[src/rtl/pll_lock_supervisor.sv]
// Qualifies the asynchronous PLL lock on the 12 MHz reference and drives the 48 MHz reset request.
// Define PLL_LOCK_TIMEOUT_EN to add the no-lock watchdog and the PLL_KICK state that pulses RESETB.
module pll_lock_supervisor #(
  parameter int SYNC_STAGES        = 2,
  parameter int LOCK_STABLE_CYCLES = 1024,
  parameter int RESET_HOLD_CYCLES  = 16,
  parameter int TIMEOUT_CYCLES     = 120000,
  parameter int PLL_RESET_CYCLES   = 12
) (
  input  logic       clk,
  input  logic       reset_n,
  input  logic       locked,
  output logic       pll_resetb,
  output logic       sys_reset,
  output logic       ready,
  output logic       lock_lost_pulse,
  output logic [7:0] loss_count,
  output logic       timeout
);

  localparam int QW = (LOCK_STABLE_CYCLES > 1) ? $clog2(LOCK_STABLE_CYCLES) : 1;
  localparam int HW = (RESET_HOLD_CYCLES > 1) ? $clog2(RESET_HOLD_CYCLES) : 1;
  localparam logic [QW-1:0] QUAL_LAST = QW'(LOCK_STABLE_CYCLES - 1);
  localparam logic [HW-1:0] HOLD_LAST = HW'(RESET_HOLD_CYCLES - 1);

  typedef enum logic [2:0] {
    WAIT_LOCK = 3'd0,
    QUALIFY   = 3'd1,
    RUN       = 3'd2,
`ifdef PLL_LOCK_TIMEOUT_EN
    HOLD      = 3'd3,
    PLL_KICK  = 3'd4
`else
    HOLD      = 3'd3
`endif
  } state_t;

  state_t                 state_q, state_d;
  logic [SYNC_STAGES-1:0] sync_q;
  logic                   lock_s;
  logic [QW-1:0]          qual_cnt_q, qual_cnt_d;
  logic [HW-1:0]          hold_cnt_q, hold_cnt_d;
  logic [7:0]             loss_count_q, loss_count_d;
  logic                   lost_pulse_d;
  logic                   sys_reset_q, ready_q, lost_pulse_q;

  // Metastability guard: lock_s is the last stage of a shift chain fed by the raw PLL pin.
  always_ff @(posedge clk or negedge reset_n) begin
    if (!reset_n) begin
      sync_q <= '0;
    end else begin
      sync_q <= {sync_q[SYNC_STAGES-2:0], locked};
    end
  end

  assign lock_s = sync_q[SYNC_STAGES-1];

`ifdef PLL_LOCK_TIMEOUT_EN
  localparam int WW = (TIMEOUT_CYCLES > 1) ? $clog2(TIMEOUT_CYCLES) : 1;
  localparam int KW = (PLL_RESET_CYCLES > 1) ? $clog2(PLL_RESET_CYCLES) : 1;
  localparam logic [WW-1:0] WD_LAST   = WW'(TIMEOUT_CYCLES - 1);
  localparam logic [KW-1:0] KICK_LAST = KW'(PLL_RESET_CYCLES - 1);

  logic [WW-1:0] wd_cnt_q, wd_cnt_d;
  logic [KW-1:0] kick_cnt_q, kick_cnt_d;
  logic          pll_resetb_q, timeout_q;
`endif

  always_comb begin
    state_d      = state_q;
    qual_cnt_d   = qual_cnt_q;
    hold_cnt_d   = hold_cnt_q;
    loss_count_d = loss_count_q;
    lost_pulse_d = 1'b0;
`ifdef PLL_LOCK_TIMEOUT_EN
    wd_cnt_d     = wd_cnt_q;
    kick_cnt_d   = kick_cnt_q;
`endif
    case (state_q)
      WAIT_LOCK: begin
        if (lock_s) begin
          state_d    = QUALIFY;
          qual_cnt_d = '0;
        end
      end
      QUALIFY: begin
        // A dropout while qualifying is not a loss event; it just restarts qualification.
        if (!lock_s) begin
          state_d    = WAIT_LOCK;
          qual_cnt_d = '0;
        end else if (qual_cnt_q == QUAL_LAST) begin
          state_d    = RUN;
          qual_cnt_d = '0;
        end else begin
          qual_cnt_d = qual_cnt_q + QW'(1);
        end
      end
      RUN: begin
        if (!lock_s) begin
          state_d      = HOLD;
          hold_cnt_d   = '0;
          lost_pulse_d = 1'b1;
          if (loss_count_q != 8'hFF) begin
            loss_count_d = loss_count_q + 8'd1;
          end
        end
      end
      HOLD: begin
        if (hold_cnt_q == HOLD_LAST) begin
          state_d    = WAIT_LOCK;
          hold_cnt_d = '0;
        end else begin
          hold_cnt_d = hold_cnt_q + HW'(1);
        end
      end
`ifdef PLL_LOCK_TIMEOUT_EN
      PLL_KICK: begin
        if (kick_cnt_q == KICK_LAST) begin
          state_d    = WAIT_LOCK;
          kick_cnt_d = '0;
        end else begin
          kick_cnt_d = kick_cnt_q + KW'(1);
        end
      end
`endif
      default: begin
        state_d = WAIT_LOCK;
      end
    endcase
`ifdef PLL_LOCK_TIMEOUT_EN
    // Watchdog overlays the base FSM; a qualification completing on the timeout edge still goes to RUN.
    if ((state_q == WAIT_LOCK) || (state_q == QUALIFY)) begin
      if (state_d == RUN) begin
        wd_cnt_d = '0;
      end else if (wd_cnt_q == WD_LAST) begin
        state_d    = PLL_KICK;
        kick_cnt_d = '0;
        qual_cnt_d = '0;
        wd_cnt_d   = '0;
      end else begin
        wd_cnt_d = wd_cnt_q + WW'(1);
      end
    end else begin
      wd_cnt_d = '0;
    end
`endif
  end

  always_ff @(posedge clk or negedge reset_n) begin
    if (!reset_n) begin
      state_q      <= WAIT_LOCK;
      qual_cnt_q   <= '0;
      hold_cnt_q   <= '0;
      loss_count_q <= '0;
      sys_reset_q  <= 1'b1;
      ready_q      <= 1'b0;
      lost_pulse_q <= 1'b0;
    end else begin
      state_q      <= state_d;
      qual_cnt_q   <= qual_cnt_d;
      hold_cnt_q   <= hold_cnt_d;
      loss_count_q <= loss_count_d;
      sys_reset_q  <= (state_d != RUN);
      ready_q      <= (state_d == RUN);
      lost_pulse_q <= lost_pulse_d;
    end
  end

`ifdef PLL_LOCK_TIMEOUT_EN
  always_ff @(posedge clk or negedge reset_n) begin
    if (!reset_n) begin
      wd_cnt_q     <= '0;
      kick_cnt_q   <= '0;
      pll_resetb_q <= 1'b1;
      timeout_q    <= 1'b0;
    end else begin
      wd_cnt_q     <= wd_cnt_d;
      kick_cnt_q   <= kick_cnt_d;
      pll_resetb_q <= (state_d != PLL_KICK);
      timeout_q    <= timeout_q | (state_d == PLL_KICK);
    end
  end

  assign pll_resetb = pll_resetb_q;
  assign timeout    = timeout_q;
`else
  // Watchdog parameters stay referenced so both builds share one parameter list.
  logic unused_kick_cfg;
  assign unused_kick_cfg = (TIMEOUT_CYCLES > 0) ^ (PLL_RESET_CYCLES > 0);
  assign pll_resetb      = 1'b1;
  assign timeout         = 1'b0;
`endif

  assign sys_reset       = sys_reset_q;
  assign ready           = ready_q;
  assign lock_lost_pulse = lost_pulse_q;
  assign loss_count      = loss_count_q;

endmodule

[config.mk]
export PLATFORM = sky130hd
export DESIGN_NAME = pll_lock_supervisor
export DESIGN_NICKNAME = d
export VERILOG_FILES = /design/src/rtl/pll_lock_supervisor.sv
export SDC_FILE = /design/constraint.sdc
export NUM_CORES = 1
export LEC_CHECK = 0
export ABC_AREA = 1
export CAP_MARGIN = 15
export CORE_ASPECT_RATIO = 1.5
export CORE_MARGIN = 4
export CORE_UTILIZATION = 30
export CTS_BUF_LIST = sky130_fd_sc_hd__clkbuf_16
export CTS_CLUSTER_SIZE = 10
export DETAILED_ROUTE_END_ITERATION = 7
export GPL_TIMING_DRIVEN = 1
export MAX_ROUTING_LAYER = met4
export SETUP_SLACK_MARGIN = 0.3
export SYNTH_ARGS = -nofsm -noshare
export SYNTH_HDL_FRONTEND = slang
export SYNTH_SLANG_ARGS = --single-unit
[constraint.sdc]
create_clock -name clk -period 1.6 [get_ports clk]
set_clock_uncertainty 0.2 [all_clocks]
set_input_delay 0.48 -clock clk [delete_from_list [all_inputs] [get_ports clk]]
set_output_delay 0.48 -clock clk [all_outputs]
set_load 0.005 [all_outputs]
==> out/summary.txt <==
Data arrival, critical path -> 1.59 ns
Die area -> 6260 um^2
Post-synth top flop -> dfrtp_1
Fin cells -> 303
Post-layout util -> 50.8%
FMAX -> 631 MHz
Nets@finish -> 242
Worst Setup Start Kind -> register
Unrepaired setup endpoints after global routing -> yes
Multi-input combinational cell area -> 918 um^2
Cell taking the most area after synthesis -> dfrtp_1
GRT Total Usage -> 13.6%
I/O pin total -> 16
Fin. Hold Viols -> 0
Synth warn -> 0
Synth top area share -> 48.0%
Starting Density -> 31.2%
Final Cell Area -> 2460 um^2
Die Height -> 94.9 um
Final WS setup -> 0.0151 ns
Placed cells -> 272
Count leader, synth -> nand2_1
Crit path max-delay family -> simple AND/OR/NAND/NOR gates
Period minus WS final -> 1.58 ns
PwrDens -> 801 nW/um^2
Post-synthesis async set-or-reset flop share -> 100%
Area contributors post-synth -> dfrtp_1 48%, nand2_1 11%, xor2_1 5.8%
Vias/cell -> 4.52
Die Width -> 66.0 um
R2R depth -> 7
Diode count -> 0
Clock transition at the registers of the reported paths -> 0.06 ns
Req. time, crit path -> 1.60 ns
HP Start -> sync_q[0]
FILL cells -> 418
Yosys reg bits -> 30
Crit path kind -> register to register
Post-synth EDFFs -> 0
Root Driver -> clkbuf_16
Commonest cells post-synth -> 43 x nand2_1, 29 x dfrtp_1, 22 x inv_1, 20 x nor2_1, 13 x nand3_1
Critical-path cell with the highest stage delay -> dfrtp_1
Vias -> 1369
Area after DPL -> 1910 um^2
Worst-Skew Late Latency -> 0.28 ns
Leak pwr -> 0.00120 uW
Number of global-route vias before repair -> 1426
CP Cell Sequence -> nand2_2 -> nor3_4 -> nand3b_4 -> nand2_4 -> buf_4 -> nand2_2 -> a21oi_2
Gr ovfl total -> 0
CTS Buf Count -> 5
DR iter-0 viols -> 21
CP peak stage delay -> 0.39 ns
CP max FO -> 4
Port Buffers -> 13
# H-tree levels -> 2
DRC -> 0
HP Class -> register to register
Max-cap viol count -> 0
Most common cell on crit path -> nand2_2
Post-CTS Hold Fix Bufs -> 0
Min-Delay Path Depth -> 0
Clock tree buffer depth -> 2
Largest vdd supply drop -> 0.000707 V
Syn Inst Count -> 177
Share of the yosys chip area belonging to registers -> 49.8%
Worst Hold End -> sync_q[1]
Status -> completed
Critical path buffer and inverter count -> 1
Pre-CTS setup slack -> -0.0684 ns
DR WL/cell -> 12.0 um
Detailed Route WL -> 3.63 mm
Crit. End Element -> register
HPWL after DPL -> 2.23 mm
Clock sink count -> 30
Synth-to-layout area growth -> 63.0%
Synth cell types -> 28
Core area -> 4850 um^2
Final number of max-transition violations -> 0
Layout cells sized above 1 -> 47.7%
DRT antenna net count -> 0
R2R Path Start -> qual_cnt_q[6]
Routability cong. -> 0.764
First-pass GRT wire length -> 6.17 mm
R2r setup slk -> 0.02 ns
Register Area -> 752 um^2
Final worst path period share -> 99.1%
Final setup viols -> 0
Synthesized area per cell -> 8.54 um^2
Critical R2R Capture -> ready
Initial antenna violation count -> 0
DRT Pass-1 Iters -> 4
Cell Area, Synth -> 1510 um^2
Row cnt -> 31
Largest net degree at the start of global routing -> 31
CTS tree -> yes
==> layout by cell type, fill, tap and decap left out, types with 4 or more instances in the layout <==
cell type,count
nand3_4,4
xor2_1,10
inv_2,7
nand2_1,36
nor2_4,9
buf_6,11
buf_4,26
nand4_1,4
inv_1,14
dfrtp_1,29
buf_2,11
nand2_2,7
clkbuf_16,5
nor2_2,4
o21ai_1,4
nand3_1,7
nor2_1,10
==> worst reg2reg max path, stage by stage, from the launching register on <==
cell,delay (ns)
dfrtp_1,0.39
nand2_2,0.10
nor3_4,0.26
nand3b_4,0.13
nand2_4,0.13
buf_4,0.13
nand2_2,0.06
a21oi_2,0.11
==> report_power, final <==
group,switching [uW],leakage [uW],internal (uW)
registers,9.86,0.000407,771
logic,70.4,0.000708,47.0
clock network,346,0.0000812,728
==> metrics by stage <==
step           hold WS, ns  TNS [ns]  total power (uW)
2_1_floorplan      -0.0156         0               843
3_3_place_gp         0.133   -0.0628               885
3_5_place_dp         0.135   -0.0722               886
4_1_cts              0.147         0              1980
5_1_grt              0.152    -0.572              2040
6_report             0.146         0              1970
==> worst max-delay path by stage <==
| stage | cells past startpoint | start | slack, ns | endpoint |
|---|---|---|---|---|
| after floorplan | 7 | loss_count[1] | 0.11 | loss_count[3] |
| after global routing | 7 | qual_cnt_q[5] | -0.06 | qual_cnt_q[5] |
| after CTS | 1 | sys_reset | 0.02 | sys_reset |
| after detailed placement | 1 | sys_reset | -0.07 | sys_reset |
| final | 7 | qual_cnt_q[6] | 0.02 | ready |
| after global placement | 1 | sys_reset | -0.06 | sys_reset |
==> cell families after synthesis <==
group	share of synthesized area (%)
other	0.497
XOR/XNOR	6.95
AO/OA/AOI/OAI	5.46
AND/OR/NAND/NOR	27.9
adder cells (fa/ha/maj)	2.48
flip-flops	49.8
buffers and inverters	6.95
==> area by class of cell <==
class                   count  area share, %
clock buffers               5           5.08
clock inverters             3           1.68
inverters                  24           4.47
multi-input cells         123           37.3
flip-flops and latches     30           30.5
well taps                  66           3.35
repair buffers             52           17.6
==> state kept, by name, summed over array words and instances (netlist names) <==
| name | count |
|---|---|
| hold_cnt_q | 4 |
| lock_lost_pulse | 1 |
| loss_count | 8 |
| qual_cnt_q | 10 |
| ready | 1 |
| state_q | 3 |
| sync_q | 2 |
| sys_reset | 1 |
==> metal layers <==
| layer | wire (um) | global-route usage, % |
|---|---|---|
| met1 | 1360 | 13.2 |
| met2 | 1990 | 24.1 |
| met3 | 110 | 3.33 |
| met4 | 163 | 7.97 |
| met5 | 0 | - |
==> repair_timing <==
action / 4_1_cts / 5_1_grt
pin swaps: 15 / 15
setup endpoints to repair: 37 / 37
resized for setup: 84 / 26
setup buffers: 14 / 8
cloned: 1 / 0
No activity file was read; power rests on OpenSTA's default activity.
